--- config.mk ---
export PLATFORM = sky130hd
export DESIGN_NAME = mul_arbiter
export DESIGN_NICKNAME = d
export VERILOG_FILES = /design/src/rtl/mul_arb_pkg.sv /design/src/rtl/multiplier.sv /design/src/rtl/rr_arbiter.sv /design/src/rtl/mul_arbiter.sv
export SDC_FILE = /design/constraint.sdc
export NUM_CORES = 1
export LEC_CHECK = 0
export ABC_AREA = 1
export CORE_MARGIN = 2
export CORE_UTILIZATION = 36
export DETAILED_ROUTE_END_ITERATION = 6
export PLACE_DENSITY_LB_ADDON = 0.05
export SLEW_MARGIN = 20
export SYNTH_ARGS = -nofsm -noshare
export SYNTH_HDL_FRONTEND = slang
export SYNTH_SLANG_ARGS = --single-unit
--- constraint.sdc ---
create_clock -name clk -period 7.1 [get_ports clk]
set_input_delay 0.71 -clock clk [delete_from_list [all_inputs] [get_ports clk]]
set_output_delay 0.71 -clock clk [all_outputs]
set_load 0.02 [all_outputs]
--- src/rtl/mul_arb_pkg.sv ---
// Shared types and widths for the mul_arbiter block.
package mul_arb_pkg;
  localparam int OP_W  = 16;
  localparam int RES_W = 32;

  typedef enum logic [1:0] {
    IDLE = 2'd0,
    CALC = 2'd1,
    RESP = 2'd2
  } state_t;
endpackage

--- src/rtl/multiplier.sv ---
// Combinational radix-4 Booth multiplier, signed OP_W x OP_W -> RES_W.
module multiplier
  import mul_arb_pkg::*;
(
  input  logic signed [OP_W-1:0]  a_i,
  input  logic signed [OP_W-1:0]  b_i,
  output logic signed [RES_W-1:0] p_o
);

  logic signed [RES_W-1:0] a_ext;
  logic        [OP_W:0]    b_ext;
  logic        [2:0]       trip;
  logic signed [RES_W-1:0] pp;

  assign a_ext = RES_W'(a_i);
  assign b_ext = {b_i, 1'b0};

  // Sum of OP_W/2 Booth-recoded partial products, each shifted by two bits.
  always_comb begin
    p_o  = '0;
    trip = '0;
    pp   = '0;
    for (int i = 0; i < OP_W / 2; i++) begin
      trip = b_ext[2*i +: 3];
      case (trip)
        3'b001, 3'b010: pp = a_ext;
        3'b011:         pp = a_ext <<< 1;
        3'b100:         pp = -(a_ext <<< 1);
        3'b101, 3'b110: pp = -a_ext;
        default:        pp = '0;
      endcase
      p_o = p_o + (pp <<< (2 * i));
    end
  end

endmodule

--- src/rtl/rr_arbiter.sv ---
// Request arbiter: one-hot grant plus encoded index.
// MUL_ARB_RR_EN defined: round-robin search from an internal pointer that
// advances past each accepted grant. Undefined: fixed priority, lowest wins.
module rr_arbiter #(
  parameter int NREQ = 4,
  parameter int ID_W = 2
) (
`ifdef MUL_ARB_RR_EN
  input  logic            clk,
  input  logic            rst_n,
  input  logic            adv_i,
`endif
  input  logic [NREQ-1:0] req_i,
  output logic [NREQ-1:0] grant_o,
  output logic [ID_W-1:0] gid_o
);

`ifdef MUL_ARB_RR_EN
  logic [ID_W-1:0] ptr_q;
  logic            found;
  int              idx;

  // First requester at or after the pointer, wrapping modulo NREQ.
  always_comb begin
    grant_o = '0;
    gid_o   = '0;
    found   = 1'b0;
    idx     = 0;
    for (int k = 0; k < NREQ; k++) begin
      idx = int'(ptr_q) + k;
      if (idx >= NREQ) idx = idx - NREQ;
      if (!found && req_i[idx]) begin
        found        = 1'b1;
        grant_o[idx] = 1'b1;
        gid_o        = ID_W'(idx);
      end
    end
  end

  // Pointer moves to the slot after the winner once the grant is taken.
  always_ff @(posedge clk or negedge rst_n) begin
    if (!rst_n)
      ptr_q <= '0;
    else if (adv_i)
      ptr_q <= (int'(gid_o) == NREQ - 1) ? '0 : gid_o + 1'b1;
  end
`else
  // Lowest set index wins; scan downward so the last hit is the lowest.
  always_comb begin
    grant_o = '0;
    gid_o   = '0;
    for (int k = NREQ - 1; k >= 0; k--) begin
      if (req_i[k]) begin
        grant_o    = '0;
        grant_o[k] = 1'b1;
        gid_o      = ID_W'(k);
      end
    end
  end
`endif

endmodule

--- src/rtl/mul_arbiter.sv ---
// Shares one Booth multiplier among NREQ valid/ready requesters.
// IDLE grants and latches operands, CALC registers the product, RESP holds
// the result until the owner accepts it. Optional macro: MUL_ARB_RR_EN
// selects round-robin arbitration (default fixed priority).
module mul_arbiter
  import mul_arb_pkg::*;
#(
  parameter  int NREQ = 4,
  localparam int ID_W = $clog2(NREQ)
) (
  input  logic                   clk,
  input  logic                   rst_n,
  input  logic [NREQ-1:0]        req_valid,
  output logic [NREQ-1:0]        req_ready,
  input  logic [NREQ*OP_W-1:0]   req_a,
  input  logic [NREQ*OP_W-1:0]   req_b,
  output logic [NREQ-1:0]        resp_valid,
  input  logic [NREQ-1:0]        resp_ready,
  output logic [RES_W-1:0]       resp_data,
  output logic [ID_W-1:0]        resp_id,
  output logic                   busy
);

  state_t                  state_q, state_d;
  logic [NREQ-1:0]         grant;
  logic [ID_W-1:0]         gid;
  logic                    any_req;
  logic                    accept;
  logic signed [OP_W-1:0]  op_a_q, op_b_q;
  logic [ID_W-1:0]         id_q;
  logic [ID_W-1:0]         resp_id_q;
  logic signed [RES_W-1:0] prod;
  logic [RES_W-1:0]        res_q;

  assign any_req = |req_valid;
  assign accept  = (state_q == IDLE) && any_req;

  rr_arbiter #(.NREQ(NREQ), .ID_W(ID_W)) u_arb (
`ifdef MUL_ARB_RR_EN
    .clk    (clk),
    .rst_n  (rst_n),
    .adv_i  (accept),
`endif
    .req_i  (req_valid),
    .grant_o(grant),
    .gid_o  (gid)
  );

  multiplier u_mul (
    .a_i(op_a_q),
    .b_i(op_b_q),
    .p_o(prod)
  );

  // State register.
  always_ff @(posedge clk or negedge rst_n) begin
    if (!rst_n) state_q <= IDLE;
    else        state_q <= state_d;
  end

  // Next state: single-cycle CALC, RESP waits for the owner's resp_ready.
  always_comb begin
    state_d = state_q;
    case (state_q)
      IDLE:    if (any_req) state_d = CALC;
      CALC:    state_d = RESP;
      RESP:    if (resp_ready[id_q]) state_d = IDLE;
      default: state_d = IDLE;
    endcase
  end

  // Handshake outputs; grants only in IDLE and never while reset is held.
  always_comb begin
    req_ready  = '0;
    resp_valid = '0;
    busy       = (state_q != IDLE);
    case (state_q)
      IDLE:    if (rst_n) req_ready = grant;
      RESP:    resp_valid = NREQ'(1) << id_q;
      default: ;
    endcase
  end

  // Operand capture on grant; result and owner registered out of CALC so
  // they hold after the handshake until the next product is formed.
  always_ff @(posedge clk or negedge rst_n) begin
    if (!rst_n) begin
      op_a_q    <= '0;
      op_b_q    <= '0;
      id_q      <= '0;
      res_q     <= '0;
      resp_id_q <= '0;
    end else begin
      if (accept) begin
        op_a_q <= req_a[int'(gid)*OP_W +: OP_W];
        op_b_q <= req_b[int'(gid)*OP_W +: OP_W];
        id_q   <= gid;
      end
      if (state_q == CALC) begin
        res_q     <= prod;
        resp_id_q <= id_q;
      end
    end
  end

  assign resp_data = res_q;
  assign resp_id   = resp_id_q;

endmodule
# --- After elaboration in Yosys (flattened, before gate mapping) ---
# Cells that the tools add are included.
totals:
  register_bits: 70
  latchBits: 0
  mem_bits_rw: 0
  mem_bits_ro: 0
  output_inout_bits: 43
  mem_count: 0
classes:
  addsub: 9
  n_mul: 0
  div: 0
  order_cmp: 1
  n_eq_ne: 49
  shifts: 3
  n_mux: 24
  bitwise: 0
  n_reduce_logical: 19
ops:
  columns: ["op", "count"]
  rows:
  - ["$add 32x32->32", 7]
  - ["$shiftx 64x7->16", 2]
  - ["$pmux 30 s4", 1]
  - ["$pmux 28 s4", 1]
  - ["$pmux 26 s4", 1]
  - ["$pmux 24 s4", 1]
  - ["$pmux 32 s3", 1]
  - ["$pmux 22 s4", 1]
  - ["$pmux 20 s4", 1]
  - ["$pmux 18 s4", 1]
  - ["$eq 3x3->1 const B", 21]
  - ["$eq 3x2->1 const B", 14]
  - ["$neg 16->32", 1]
  - ["$neg 17->32", 1]
  - ["$mux 4", 7]
  - ["$reduce_or 2->1", 14]
  - ["$eq 3x1->1 const B", 7]
  - ["$mux 2", 6]
  - ["$eq 2x2->1 const B", 3]
  - ["$pmux 2 s3", 1]
  - ["$eq 2x1->1 const B", 2]
  - ["$ne 2x2->1 const B", 2]
  - ["$reduce_or 4->1", 1]
  - ["$shl 1x2->4 const A", 1]
  - ["other kinds (7)", 7]

# --- Logic depth before layout (Yosys ltp) ---
# Gate-level depths: netlist of the first run.
depth:
  word_depth: 10
  ltp_mapped: 34
  ltp_nobuf: 33

# --- Modules after synthesis ---
# Synthesis of the first run repeated with hierarchy kept, for this count alone.
unflattened:
  hier_cells: 1906
  area_unflattened_um2: 12889.9
by_module_without_submodules:
  columns: ["mod", "n_inst", "cells_per_inst", "area_each_um2", "seq_area_each_um2"]
  rows:
  - ["multiplier", 1, 1197, 8514.4, 0.0]
  - ["mul_arbiter", 1, 694, 4311.6, 1751.7]
  - ["rr_arbiter", 1, 15, 63.8, 0.0]

# --- Least setup slack after synthesis of the first run ---
# OpenSTA, ideal clock, no wires.
synth_timing:
  path_type: "reg2reg"
  from: "register op_a_q[0]"
  to: "register res_q[24], in the netlist resp_data[24]"
  setup_time_ns: 0.118
  t_arrival_ns: 5.935
  t_required_ns: 6.982
  path_slack_ns: 1.047
  stages_incl_launch_ff: 32
  n_path_buf: 2
  cell_sequence: "dfrtp_1 inv_1 clkbuf_1 ha_1 nand2_2 nor2_4 nand2_2 nor2_4 nand2_2 nor2_4 xor2_2 inv_2 buf_6 a21oi_1 o21ai_0 fa_1 fa_1 fa_1 inv_1 fa_1 inv_1 ha_1 a21o_1 a31oi_1 nand3_1 a21oi_1 o21bai_1 a21boi_0 inv_1 or2_2 nand3_1 nand2_1"
synth_between:
  elab_chain_cells: 9
  elab_cells_between_ends: 17
  classes_between: "9 x add/sub; 8 x mux"
synth_rtl:
  columns: ["element", "line", "text"]
  rows:
  - ["start: declaration", "mul_arbiter.sv:29", "logic signed [OP_W-1:0] op_a_q, op_b_q;"]
  - ["start signal: assignment", "mul_arbiter.sv:95", "op_a_q <= req_a[int'(gid)*OP_W +: OP_W];"]
  - ["$neg 17->32 / $neg 16->32 (equally long branches)", "multiplier.sv:28, multiplier.sv:29", null]
  - ["$pmux 30 s4 / $pmux 32 s3 (equally long branches)", "multiplier.sv:25", "case (trip)"]
  - ["$add 32x32->32 (6 in series)", "multiplier.sv:32", "p_o = p_o + (pp <<< (2 * i));"]
  - ["$add 32x32->32 *", "multiplier.sv:32", null]
  - ["end signal: assignment", "mul_arbiter.sv:100", "res_q <= prod;"]
  - ["end: declaration", "mul_arbiter.sv:33", "logic [RES_W-1:0] res_q;"]
# Every way passes the cells marked *; elsewhere a longest branch is shown, timed or not.
# A chain may end at the register's enable or synchronous reset.

# --- Worst setup path in the final report of the first run ---
layout_timing:
  from: "register op_a_q[0]"
  to: "register res_q[29], in the netlist resp_data[29]"
# The elaborated chain is that of the path after synthesis.

==> results of run 1 <==
==> registers in the layout (all words and copies together), names as in the netlist <==
name / cells
resp_data: 32
op_a_q: 16
op_b_q: 16
id_q: 2
resp_id: 2
state_q: 2
==> cells by family (layout without fill, tap and decap cells) <==
logic type	after synthesis	in the layout	synth area share, %
AO/OA/AOI/OAI	471	471	24.66
XOR/XNOR	13	13	1.005
adder cells (fa/ha/maj)	180	180	26.78
buffers and inverters	377	544	12.31
flip-flops	70	70	14.50
multiplexers	1	1	0.08285
AND/OR/NAND/NOR	571	571	20.66
==> final timing paths <==
kind	from	to	depth (start not counted)
setup / recovery	op_a_q[0]	resp_data[29]	28
hold / removal	rst_n	resp_data[8]	1
setup reg to reg	op_a_q[0]	resp_data[29]	28
max in group asynchronous	rst_n	op_b_q[2]	2
min in group clk	resp_data[15]	resp_data[15]	2
hold reg to reg	resp_data[15]	resp_data[15]	2
==> area by class of cell <==
| class | count | area (sq um) |
|---|---|---|
| fill | 3502 | 18460 |
| multi-input combinational | 1236 | 8884 |
| timing repair buffer | 242 | 2265 |
| sequential | 70 | 1752 |
| inverter | 286 | 1076 |
| tap | 448 | 560.5 |
| clock buffer | 9 | 225.2 |
| clock inverter | 7 | 57.56 |
==> layout by cell type (no fill, tap or decap), types with 14 or more instances in the layout <==
cell type and count:
or2_2 16, ha_1 49, nor2_2 14, a221oi_1 35, o32ai_1 25, o21ai_0 147
o211ai_1 21, clkdlybuf4s50_1 179, nand2_1 267, nor2_1 162, a21oi_1 85, o221ai_1 17
dfrtp_1 70, buf_4 63, fa_1 131, inv_1 265, o22ai_1 81, nand3_1 59
==> repair_timing <==
action	CTS	global route
gates resized for setup	0	4
hold buffers	0	0
hold endpoints to repair	0	0
setup endpoints to repair	0	4
==> stage by stage <==
step	setup slack, ns	area [sq um]	std cells
finish	0.4168	14820	2298
global route	0.07253	14820	2298
CTS	0.2216	14800	2298
detailed placement	0.2767	14520	2282
global placement	0.2993	14520	2282
floorplan	1.047	12080	1683
==> layer usage <==
metal,routed length [um],up-vias,global-route usage [%],part of all wire [%]
li1,-,5990,-,-
met1,22320,6281,41.23,43
met2,23250,720,47.37,44
met3,4685,130,4.822,8.9
met4,2224,0,13.31,4.2
met5,0,-,0,0
==> impl.org, run 1 <==
** Yosys
- Most instantiated flip-flop cell in the synthesis netlist :: dfrtp_1
- Share of the synthesized area in the top cell type :: 21.71%
- Library cell occupying the most area in the post-synthesis netlist :: fa_1
- When the netlist entered floorplanning its net count stood at 2001.
- Counting flops and latches in the post-synthesis netlist gives 70.
- Summing the sequential cell areas from Yosys gives 14.50% of the chip area.
- Counting flops with a built-in enable in the synthesized netlist gives 0.
- For this run, asynchronously set or reset flops after synthesis account for 100.0%.
- After synthesis, the cell types taking the most area are fa_1, dfrtp_1, nand2_1.
- Count of distinct cell types in the synthesized netlist :: 50
- For this run, the number of Yosys warnings is 0.
- The cell count after synthesis came out at 1683.
- Most instantiated cells after synthesis :: nand2_1, inv_1, nor2_1, o21ai_0, fa_1
- Summing every instance area after synthesis gives 12080 sq um.
- Dominant cell by count in the synthesized netlist :: nand2_1
- Avg Inst Size Synth :: 7.179 sq um

** Setup path
- The cell that appears most often on the critical path is nand2_1.
- Delay contributed by the slowest stage of the critical path :: 0.55 ns
- Buffers plus inverters on the worst setup path :: 4
- CP Launch Type :: flop
- Of all nets on the critical path, the largest fanout is 9.
- For the worst setup path, the data required time is 7.35 ns.
- Arrival time at the worst endpoint :: 6.93 ns
- Among cell families on the critical path, the largest total delay comes from adder cells.
- Critical path start-end classification :: flop to flop
- The slowest stage of the critical path is the fa_1 cell.
- Kind of capture point of the worst setup path :: flop
- Across all register-to-register paths, the minimum setup slack is 0.42 ns.

** STA
- Shortest clock period the worst path allows after layout :: 6.683 ns
- Worst Hold Margin :: 0.2923 ns
- The final-report max-slew violation count came to 0.
- Share of the clock period used by the worst path after layout :: 94.13%
- Sum Neg Setup Slack :: 0 ns
- Setup repair after global routing missed its margin :: false
- Measured against its own limit, the worst slew margin works out to 32.87%.
- Setup violators final :: 0
- Worst-margin pin slew :: 1.004 ns
- Static timing analysis puts the maximum clock frequency at 149.6 MHz.
- The number of hold violations in the final report is 0.
- Final Skew :: 0.01011 ns

** GRT
- Across every metal layer, demand over resource in global routing totals 30.22%.
- The number of global-route vias before repair came to 13160.
- The first global-routing pass estimated 80270 um of wire.
- Maximum number of pins on one net before global-route repair :: 69
- The number of antenna violations at the first check in global routing came to 0.
- Global routing finished with a remaining overflow of 0.

** Routing
- In the final routed layout, each cell accounts on average for 22.84 um.
- Via count normalized by instance count :: 5.710
- The detailed router finished its first iteration with 1748 violations.
- The detail route stage leaves a number of antenna-violating nets equal to 0.
- Routed wire length :: 52480 um
- The routed layout has 13121 vias.
- For this run, the detailed router's first-pass iteration total came to 6.
- For this run, design rule violations remaining after detail routing come to 0.

** Floorplan
- The total area inside the core boundary comes to 33280 sq um.
- The floorplan step set the die width to 187.2 um.
- 181 I/O pins were placed.
- Site row count :: 67
- Die height :: 187.2 um
- Once the floorplan was initialized, standard cells occupied 36.30% of the core.
- The die covers 35040 sq um.

** Clock tree
- After clock tree synthesis, the setup repair step added 0 buffers.
- Clock root buffer :: clkbuf_16
- Sink Count :: 70
- Maximum clock path buffer count :: 2
- Number of buffers inserted during clock tree synthesis :: 9
- After clock tree synthesis, the clock-pin slew on the worst setup and hold paths is 0.07 ns.
- The H-tree was split into 3 levels.
- TritonCTS built the clock tree.
- Source-to-sink clock delay at the later pin of the worst-skew pair :: 0.36 ns

** Placed design
- Input and output buffers added on the ports amount to 180.
- Routability-driven placement finished with a final weighted congestion of 0.9768.
- Detailed placement finished with a half-perimeter wire length of 40900 um.

** Outcome
- Outcome :: finished clean

** Min path
- Kind of path behind the tightest hold check :: input port to asynchronous set/reset pin

** Cells and area
- Antenna cell count :: 0
- Number of nets in the final layout :: 2163
- The post-route netlist has 8.595% of its cells at a drive strength greater than 1.
- Syn-to-layout area delta :: 22.66%
- For this run, the share of the core covered by cells in the final layout is 44.53%.

** Job
- Across the run, the number of max-cap violations was 0.
Power of run 1 is left out: the tool's default activity adds up to more than one toggle a clock period on the data nets, which glitch-free logic cannot reach.
==> run 2, diff against run 1 <==
- TNS_END_PERCENT: unset -> 20
==> results of run 2 <==
Same layout as run 1: the final DEF is identical, and so are final timing and power.
Power of run 2 is left out for the same reason.
==> run 3, diff against run 2 <==
- CORE_ASPECT_RATIO: unset -> 0.9
- clock period: 7.1 -> 7.34 ns (I/O delays scaled with it)
==> impl.org, run 3 (same netlist as run 1, synthesis figures left out) <==
** Setup path
- Critical path start-end classification :: flop to flop (unchanged)
- The worst-case reg-to-reg path depth is 26 (was 28).
- The launching element type of the critical path is a flop (unchanged).
- Required arrival time at the worst endpoint :: 7.60 ns (was 7.35 ns)
- The kind of capture point of the worst setup path was a flop (unchanged).
- Arrival time at the worst endpoint :: 7.11 ns (was 6.93 ns)
- The critical-path maximum fanout was 16 (was 9).

** STA
- The worst relative slew slack is 31.93% (was 32.87%).
- The maximum achievable frequency is 145.8 MHz (was 149.6 MHz).
- Final Skew :: 0.01377 ns (was 0.01011 ns)
- The final-layout setup total negative slack was 0 ns (unchanged).
- The total setup violations reported at the end of the flow is 0 (unchanged).
- Hold violation count in the final report :: 0 (unchanged)
- Shortest clock period the worst path allows after layout :: 6.857 ns (was 6.683 ns)
- Setup repair after global routing missed its margin: false (unchanged).
- Worst-margin pin slew :: 1.018 ns (was 1.004 ns)
- The final-report max-slew violation count is 0 (unchanged).
- Share of the clock period used by the worst path after layout :: 93.41% (was 94.13%)

** Floorplan
- Die height :: 177.8 um (was 187.2 um)
- The I/O pin total is 181 (unchanged).
- Die width :: 197.1 um (was 187.2 um)
- Core ar. :: 33030 sq um (was 33280 sq um)
- The area enclosed by the die boundary came to 35040 sq um (about the same).
- Initial Utilization :: 36.58% (was 36.30%)
- Site row count :: 63 (was 67)

** Routing
- DRC Markers :: 0 (unchanged)
- The detailed-routing iteration count for the pre-antenna-repair pass came to 6 (unchanged).
- The number of routed nets with antenna violations was 0 (unchanged).
- Via count normalized by instance count :: 5.803 (was 5.710)
- Via Count :: 13091 (was 13121)
- Routed WL per cell :: 23.15 um (was 22.84 um)
- Routed wire length :: 52230 um (was 52480 um)
- The DRC violation total after the first TritonRoute iteration came to 1386 (was 1748).

** GRT
- The number of global-route vias before repair was 13118 (was 13160).
- Initial antenna violation count :: 0 (unchanged)
- The final global-route overflow total is 0 (unchanged).
- First-pass GRT wire length :: 79830 um (was 80270 um)
- The combined global-route utilization of all metal layers came to 30.75% (was 30.22%).
- The maximum number of pins on one net before global-route repair is 69 (unchanged).

** Cells and area
- Syn-to-layout area delta :: 21.90% (was 22.66%)
- Most frequent cells in the layout :: nand2_1, inv_1, clkdlybuf4s50_1 (unchanged)
- Most common library cell in the layout ignoring fill and taps :: nand2_1 (unchanged)
- The layout cell share with drive strength beyond 1 was 7.906% (was 8.595%).
- The final antenna diode count was 0 (unchanged).
- Number of nets in the final layout :: 2147 (was 2163)
- The number of flip-flops in the largest register came to 32 (unchanged).

** Clock tree
- Clock tree from TritonCTS :: done (unchanged)
- Clock-pin slew reported for the worst setup and hold paths after clock tree synthesis :: 0.06 ns (was 0.07 ns)
- Maximum clock path buffer count :: 2 (unchanged)
- The number of sinks driven by the clock tree came to 70 (unchanged).
- Number of buffers inserted during clock tree synthesis :: 9 (unchanged)
- Source-to-sink clock delay at the later pin of the worst-skew pair :: 0.38 ns (was 0.36 ns)
- Clock root buffer :: clkbuf_16 (unchanged)
- The maximum level of the CTS H-tree is 3 (unchanged).

** Min path
- Kind of path behind the tightest hold check :: input port to asynchronous set/reset pin (unchanged)

** Outcome
- Outcome :: finished clean (unchanged)

** Placed design
- Final estimated routing congestion in global placement :: 0.9568 (was 0.9768)
- DP Wirelength :: 40850 um (was 40900 um)
- Port Buffer Count :: 180 (unchanged)

** Job
- The max-capacitance violation count is 0 (unchanged).
-- run 3: timing repair --
| action | CTS | global route |
|---|---|---|
| gates resized for setup | 0 | 2 |
| hold buffers | 0 | 0 |
| setup buffers | 0 | 3 |
| setup endpoints to repair | 0 | 4 |
-- run 3: worst paths after layout --
check,start,endpoint,slack [ns]
worst min register to register,resp_data[15],resp_data[15],0.48
max in group asynchronous,rst_n,op_a_q[14],6.09
worst max-delay path,op_a_q[1],resp_data[27],0.48
worst max register to register,op_a_q[1],resp_data[27],0.48
min in group clk,resp_data[15],resp_data[15],0.48
worst min-delay path,rst_n,resp_data[9],0.29
-- run 3: critical path, cell delays in order, from the launching register on --
cell and delay, ns:
dfrtp_1 0.41, inv_2 0.26, ha_1 0.27, nand2_2 0.11
nor2_4 0.16, nand2_2 0.10, nor2_4 0.11, nand4_1 0.08
nand2_1 0.31, inv_1 0.27, a221o_1 0.41, fa_1 0.53
fa_1 0.54, fa_1 0.55, inv_1 0.05, fa_1 0.53
inv_1 0.04, ha_1 0.34, a21oi_1 0.16, o21ai_0 0.18
a21oi_1 0.19, o21ai_2 0.12, a21oi_1 0.35, o21ai_0 0.16
or2_2 0.29, nand3_1 0.13, nand2_1 0.08
-- run 3: through the flow --
stage / setup WS, ns / std cells / utilization, % / hold WS, ns / instance area [sq um]
floorplan: 1.287 / 1683 / - / 0.4384 / 12080
global placement: 0.5915 / 2237 / 43.45 / 0.4648 / 14350
detailed placement: 0.5132 / 2237 / 43.45 / 0.4669 / 14350
CTS: 0.5152 / 2253 / 44.46 / 0.2859 / 14690
global route: 0.07337 / 2256 / 44.59 / 0.3020 / 14730
finish: 0.4835 / 2256 / 44.59 / 0.2883 / 14730
-- run 3: layer usage --
layer	vias up	share of wire, %	GRT usage, %
li1	5955	-	-
met1	6316	44	42.37
met2	703	43	46.88
met3	117	9.9	7.469
met4	0	3.4	11.00
met5	-	0	0
-- run 3: area by class of cell --
| type | count | area (sq um) |
|---|---|---|
| well taps | 422 | 528.0 |
| flip-flops and latches | 70 | 1752 |
| fillers | 3434 | 18300 |
| clock buffers | 11 | 252.7 |
| inverters | 286 | 1080 |
| multi-input cells | 1236 | 8877 |
| clock inverters | 5 | 81.33 |
| repair buffers | 226 | 2157 |
Power of run 3 is left out for the same reason.
